**config.mk**
```make
export PLATFORM = sky130hd
export DESIGN_NAME = seg_to_bin
export DESIGN_NICKNAME = d
export VERILOG_FILES = /design/src/rtl/seg_to_bin.sv
export SDC_FILE = /design/constraint.sdc
export NUM_CORES = 1
export LEC_CHECK = 0
export ABC_AREA = 1
export BUFFER_PORTS_ARGS = -buffer_cell sky130_fd_sc_hd__buf_4
export CAP_MARGIN = 40
export CELL_PAD_IN_SITES_DETAIL_PLACEMENT = 1
export CELL_PAD_IN_SITES_GLOBAL_PLACEMENT = 1
export CORE_ASPECT_RATIO = 2
export CORE_MARGIN = 2
export CORE_UTILIZATION = 45
export CTS_CLUSTER_DIAMETER = 40
export DETAILED_ROUTE_END_ITERATION = 12
export PLACE_DENSITY = 0.95
export SETUP_SLACK_MARGIN = 0.2
export SYNTH_ARGS = -nofsm -noshare
export SYNTH_HDL_FRONTEND = slang
export SYNTH_SLANG_ARGS = --single-unit
export TNS_END_PERCENT = 1
```
**constraint.sdc**
```tcl
create_clock -name clk -period 3.2 [get_ports clk]
set_input_delay 0.32 -clock clk [delete_from_list [all_inputs] [get_ports clk]]
set_output_delay 0.32 -clock clk [all_outputs]
set_load 0.05 [all_outputs]
```
**src/rtl/seg_to_bin.sv**
```systemverilog
// Recovers the displayed bit from a two-symbol 7-segment bus once the pattern has settled.
// Optional saturating error counter enabled by defining SEG_DEC_ERR_CNT_EN.
module seg_to_bin #(
    parameter int STABLE_CYCLES = 4,
    parameter int CNT_W         = 8
) (
    input  logic             clk,
    input  logic             rst_n,
    input  logic [6:0]       segment,
    output logic             out_data,
    output logic             out_valid,
    input  logic             out_ready,
    output logic             invalid,
    output logic             overrun,
    output logic [CNT_W-1:0] err_count
);

    localparam logic [6:0] PAT_ZERO  = 7'b1111110;
    localparam logic [6:0] PAT_ONE   = 7'b0110000;
    localparam logic [6:0] PAT_BLANK = 7'b0000000;
    localparam logic [7:0] CNT_LAST  = 8'(STABLE_CYCLES - 1);
    localparam logic [7:0] CNT_MAX   = 8'(STABLE_CYCLES);

    typedef enum logic {SETTLE, LOCKED} state_t;

    state_t     state, state_n;
    logic [7:0] count, count_n;
    logic [6:0] seg_q;
    logic [6:0] last_pat;
    logic       stable;
    logic       eval;

    assign stable = (segment == seg_q);

    always_ff @(posedge clk or negedge rst_n) begin
        if (!rst_n) begin
            state <= SETTLE;
            count <= '0;
            seg_q <= '0;
        end else begin
            state <= state_n;
            count <= count_n;
            seg_q <= segment;
        end
    end

    // Evaluation fires on the edge where the count would reach STABLE_CYCLES,
    // so the registered result appears STABLE_CYCLES+1 edges after the change.
    always_comb begin
        state_n = state;
        count_n = count;
        eval    = 1'b0;
        case (state)
            SETTLE: begin
                if (!stable) begin
                    count_n = '0;
                end else if (count == CNT_LAST) begin
                    eval    = 1'b1;
                    count_n = CNT_MAX;
                    state_n = LOCKED;
                end else begin
                    count_n = count + 8'd1;
                end
            end
            LOCKED: begin
                if (!stable) begin
                    count_n = '0;
                    state_n = SETTLE;
                end
            end
            default: begin
                count_n = '0;
                state_n = SETTLE;
            end
        endcase
    end

    logic is_zero, is_one, is_blank, is_legal, novel, load, accept;

    assign is_zero  = (seg_q == PAT_ZERO);
    assign is_one   = (seg_q == PAT_ONE);
    assign is_blank = (seg_q == PAT_BLANK);
    assign is_legal = is_zero | is_one;
    assign novel    = eval && (seg_q != last_pat);
    assign accept   = out_valid && out_ready;
    assign load     = novel && is_legal && (!out_valid || out_ready);

    always_ff @(posedge clk or negedge rst_n) begin
        if (!rst_n) begin
            last_pat  <= PAT_BLANK;
            out_data  <= 1'b0;
            out_valid <= 1'b0;
            invalid   <= 1'b0;
            overrun   <= 1'b0;
        end else begin
            invalid <= novel && !is_legal && !is_blank;
            overrun <= novel && is_legal && out_valid && !out_ready;
            if (novel) begin
                last_pat <= seg_q;
            end
            if (load) begin
                out_data  <= is_one;
                out_valid <= 1'b1;
            end else if (accept) begin
                out_valid <= 1'b0;
            end
        end
    end

`ifdef SEG_DEC_ERR_CNT_EN
    logic [CNT_W-1:0] err_q;

    always_ff @(posedge clk or negedge rst_n) begin
        if (!rst_n) begin
            err_q <= '0;
        end else if ((invalid || overrun) && (err_q != {CNT_W{1'b1}})) begin
            err_q <= err_q + 1'b1;
        end
    end

    assign err_count = err_q;
`else
    assign err_count = '0;
`endif

endmodule

```
Word-level counts from Yosys, hierarchy flattened
Index checks and enable logic that the tools add are counted.
- add/subtract/negate cells: 1
- eq/ne operators: 6
- mux-type cells: 11
- bitwise logic cells: 2
- reductions and logical operators: 15
- operators with widths (kind ; count):
    8-bit 2-to-1 mux ; 3
    8-bit case mux with 2 select lines ; 1
    8-bit by 1-bit adder with 8-bit output, second input constant ; 1
    8-bit by 2-bit == test with 1-bit output, second input constant ; 1
    1-bit logical AND ; 8
    7-bit by 6-bit == test with 1-bit output, second input constant ; 1
    7-bit == test ; 1
    7-bit == test, second input constant ; 1
    7-bit logical NOT ; 1
    7-bit != test ; 1
    1-bit 2-to-1 mux ; 6
    1-bit logical NOT ; 4
    2-bit != test, second input constant ; 1
    1-bit case mux with 2 select lines ; 1
    2-bit nonzero test ; 1
    1-bit logical OR ; 1
    1-bit inverter ; 1
    1-bit bitwise OR ; 1
- register bits after elaboration: 27
- bits of input ports: 10
- output and inout port bits: 12
- word-level logic and storage cells: 43

Logic depth before layout (Yosys ltp)
- depth in word-level cells: 8
- depth in mapped cells: 11
- depth with buffers taken out: 11

Worst setup path before layout
Ideal clock, no wire load.
- kind: register to register
- start: reg count[0]
- end: reg last_pat[6]
- library setup time: 0.117 ns
- data arrival time: 1.334 ns
- required time: 3.083 ns
- slack: 1.749 ns
- stages on the path, launching flop included: 11
- path buffers: 0
- period minus slack after synthesis: 1.451 ns
- cell sequence: dfrtp_1 -> ha_1 -> nand2_1 -> nor2_1 -> nand2_1 -> nor2_4 -> nand3_4 -> nor2_8 -> inv_4 -> nand2_1 -> o21ai_2
- cells in the longest elaborated chain, start to end: 5
- RTL lines (element ; RTL line ; source):
    start, declared ; 27 ; logic [7:0] count, count_n;
    start signal, assigned ; 42 ; count <= count_n;
    8-bit by 2-bit == test with 1-bit output ; 57 ; end else if (count == CNT_LAST) begin
    1-bit 2-to-1 mux ; 57 ;
    1-bit 2-to-1 mux ; 55 ; if (!stable) begin
    1-bit 2-to-1 mux ; 53 ; case (state)
    1-bit logical AND ; 84 ; assign novel = eval && (seg_q != last_pat);
    end signal, assigned ; 99 ; last_pat <= seg_q;
    end, declared ; 29 ; logic [6:0] last_pat;
No other way between the ends.
A chain may end at the register's enable or synchronous reset.

Worst setup path after layout
- start: reg count[0]
- end: reg last_pat[2]
Same word-level chain as after synthesis.

==> flow_summary.ini <==
[clock_network]
clkTransAtPathRegs_ns = 0.09
ctsResizeCount = 0
cts_tree = built
clk-insertion-delay-late_ns = 0.27
root_buffer = clkbuf_8
numCtsBuffers = 3
post_cts_buffers = 0
clock_sinks = 27
h-tree-depth = 1
clk_path_buf_depth = 2

[detailed_routing]
drt_wl_total_mm = 3.12
routedWlPerCell_um = 14.0
dr.pass1.iters = 4
via_count = 1145
drtIter0Drc = 14
antenna_left = 0
drc = 0
avgViaCountPerCell = 5.13

[global_route]
use_met1_pct = 19.6
use_met2_pct = 35.8
busiest_layer = met2
grt_pass1_wl_mm = 5.41
grt_usage_pct = 19.2
grt_max_degree = 28
grt_pass1_vias = 1207
overflow = 0
gr-usage-met3_pct = 2.13
antenna_found_initial = 0

[sta]
rsz0062_at_grt = no
setup_tns_ns = 0
skew_ns = 0.00450
fin_ws_ns = 1.54
setup-violations-final = 0
hold_viol = 0
holdWs_ns = 0.165
period_needed_ns = 1.66
fmax_mhz = 603
fin_crit_sh_pct = 51.9
drv_slew = 0

[setup_path]
reg2reg_setup_slack_ns = 1.54
critical_path.max_stage_delay_ns = 0.39
critPathKind = register to register
worstPathMaxFanout = 10
crit_path_cell_trace = ha_1 -> nand2_1 -> nor2_1 -> nand2_1 -> nor2_4 -> nand3_4 -> nor2_8 -> inv_4 -> nand2_1 -> nand2_1
start_kind = register
crit_arrival_ns = 1.82
worstReg2RegEnd = last_pat[2]$_DFFE_PN0P_
r2r-start = count[0]$_DFFE_PN0P_
cpMaxStageDelayCell = dfrtp_1
r2r_cells = 10
path_common_cell = nand2_1
required_ns = 3.36
end_kind = register

[power_and_ir_drop]
p_sw_mw = 0.158
p_per_area_mw_per_mm2 = 374
combPwrFrac_pct = 10.8
p_seq_share_pct = 57.9
power_mw = 0.610
p_int_mw = 0.452
switching_share_pct = 25.9
clockPowerShare_pct = 31.3
leakage_nw = 0.814
ir_drop_mv = 0.298

[synth]
mappedNetlistArea_mm2 = 0.00147
yosys-top-cells-area = dfrtp_1 (46%), nand2_1 (14%), xor2_1 (4.8%)
yosysSeqAreaShare_pct = 45.8
synth_edf_count = 0
yosysTopAreaCell = dfrtp_1
ys_types = 26
synth_flop_cell = dfrtp_1
synth_cells = 175
synth_seq_cells = 27
synth_top_cell_area_share_pct = 45.8
yosys_warnings = 0
syn_area_per_cell_um2 = 8.42
async_flop_share_pct = 100

[cells_and_area]
nFillCells = 387
n_antenna_cell = 0
final_cell_mix = nand2_1 (54), dfrtp_1 (27), inv_1 (16)
final_core_util_pct = 51.7
synthToLayoutAreaGrowth_pct = 10.7
final_common_cell = nand2_1
nNetsFinal = 204
design_area_mm2 = 0.00163
drive_gt1_share_pct = 20.3
stdcell_count = 223

[placement]
pre_cts_ws_ns = 1.54
dp_cells = 218
place_congestion = 0.829
io_buffer_count = 13
postPlaceCellArea_mm2 = 0.00158
dpl.hpwl_mm = 2.37

[die]
core_mm2 = 0.00316
rows = 29
die-area_mm2 = 0.00378
die_w_um = 44.5
die_h_um = 84.9
start_util_pct = 46.7
num_io_pins = 22

[min_path]
min_path_cells = 1
hp-class = input pin to register
min_to = seg_q[4]$_DFF_PN0_
hold_path.startpoint = segment[4]

[outcome]
status = complete, no violations

[run]
cap_violations = 0
## routing by layer
layer	share of wire, %	wire, um
met1	37	1140
met2	58	1820
met3	2.3	73
met4	2.6	81
met5	0	0
## area by class of cell
class	instances	area [um^2]	area share (%)
Clock buffer	4	45.0	2.76
Inverter	25	96.3	5.90
Multi-Input combinational cell	122	668	41.0
Sequential cell	27	676	41.4
Tap cell	31	38.8	2.38
Timing Repair Buffer	14	108	6.60
## worst max-delay path: cells and delay by family, from the launching register on
kind | cells | cell delay [ns]
AND/OR/NAND/NOR | 8 | 0.86
buffers and inverters | 1 | 0.10
adder cells (fa/ha/maj) | 1 | 0.20
flip-flops | 1 | 0.39
## power by group through the flow
| stage | logic (mW) | registers (mW) | clock network (mW) |
|---|---|---|---|
| floorplan | 0.0507 | 0.358 | 0 |
| global placement | 0.0640 | 0.360 | 0 |
| detailed placement | 0.0650 | 0.360 | 0 |
| CTS | 0.0668 | 0.354 | 0.197 |
| global route | 0.0721 | 0.355 | 0.215 |
| finish | 0.0657 | 0.354 | 0.191 |
## sequential cells by signal (all words and copies together), names as in the netlist
name,flops
count,8
invalid,1
last_pat,7
out_data,1
out_valid,1
overrun,1
seg_q,7
state,1
## worst max path at each step
stage	from	endpoint
2_1_floorplan	count[0]$_DFFE_PN0P_	last_pat[6]$_DFFE_PN0P_
3_3_place_gp	count[0]$_DFFE_PN0P_	last_pat[3]$_DFFE_PN0P_
3_5_place_dp	count[0]$_DFFE_PN0P_	last_pat[2]$_DFFE_PN0P_
4_1_cts	count[0]$_DFFE_PN0P_	last_pat[2]$_DFFE_PN0P_
5_1_grt	count[0]$_DFFE_PN0P_	last_pat[2]$_DFFE_PN0P_
6_report	count[0]$_DFFE_PN0P_	last_pat[2]$_DFFE_PN0P_
## synthesized netlist by cell type (2+ instances only)
cell	count
inv_2	8
o21ai_2	4
nor2_4	5
o21ai_0	7
xnor2_1	4
dfrtp_1	27
buf_4	8
a21oi_1	2
xor2_1	8
inv_1	16
nand2_1	54
nor2_1	9
nand3_1	7
nand4_1	2
nor4_1	2
nor3_1	2
## cells by family after synthesis
| family | synth area share (%) |
|---|---|
| other | 0.254 |
| AOI/OAI and AO/OA | 6.37 |
| DFF | 45.8 |
| adders and majority gates | 0.849 |
| buffers and inverters | 10.6 |
| xor gates and xnor gates | 7.13 |
| and+or+nand+nor | 28.9 |
## timing repair
item                                    4_1_cts  5_1_grt
hold endpoints to repair                     27        0
hold buffers                                  1        0
endpoints found under the setup margin        0        0
No activity file was read; power rests on OpenSTA's default activity.
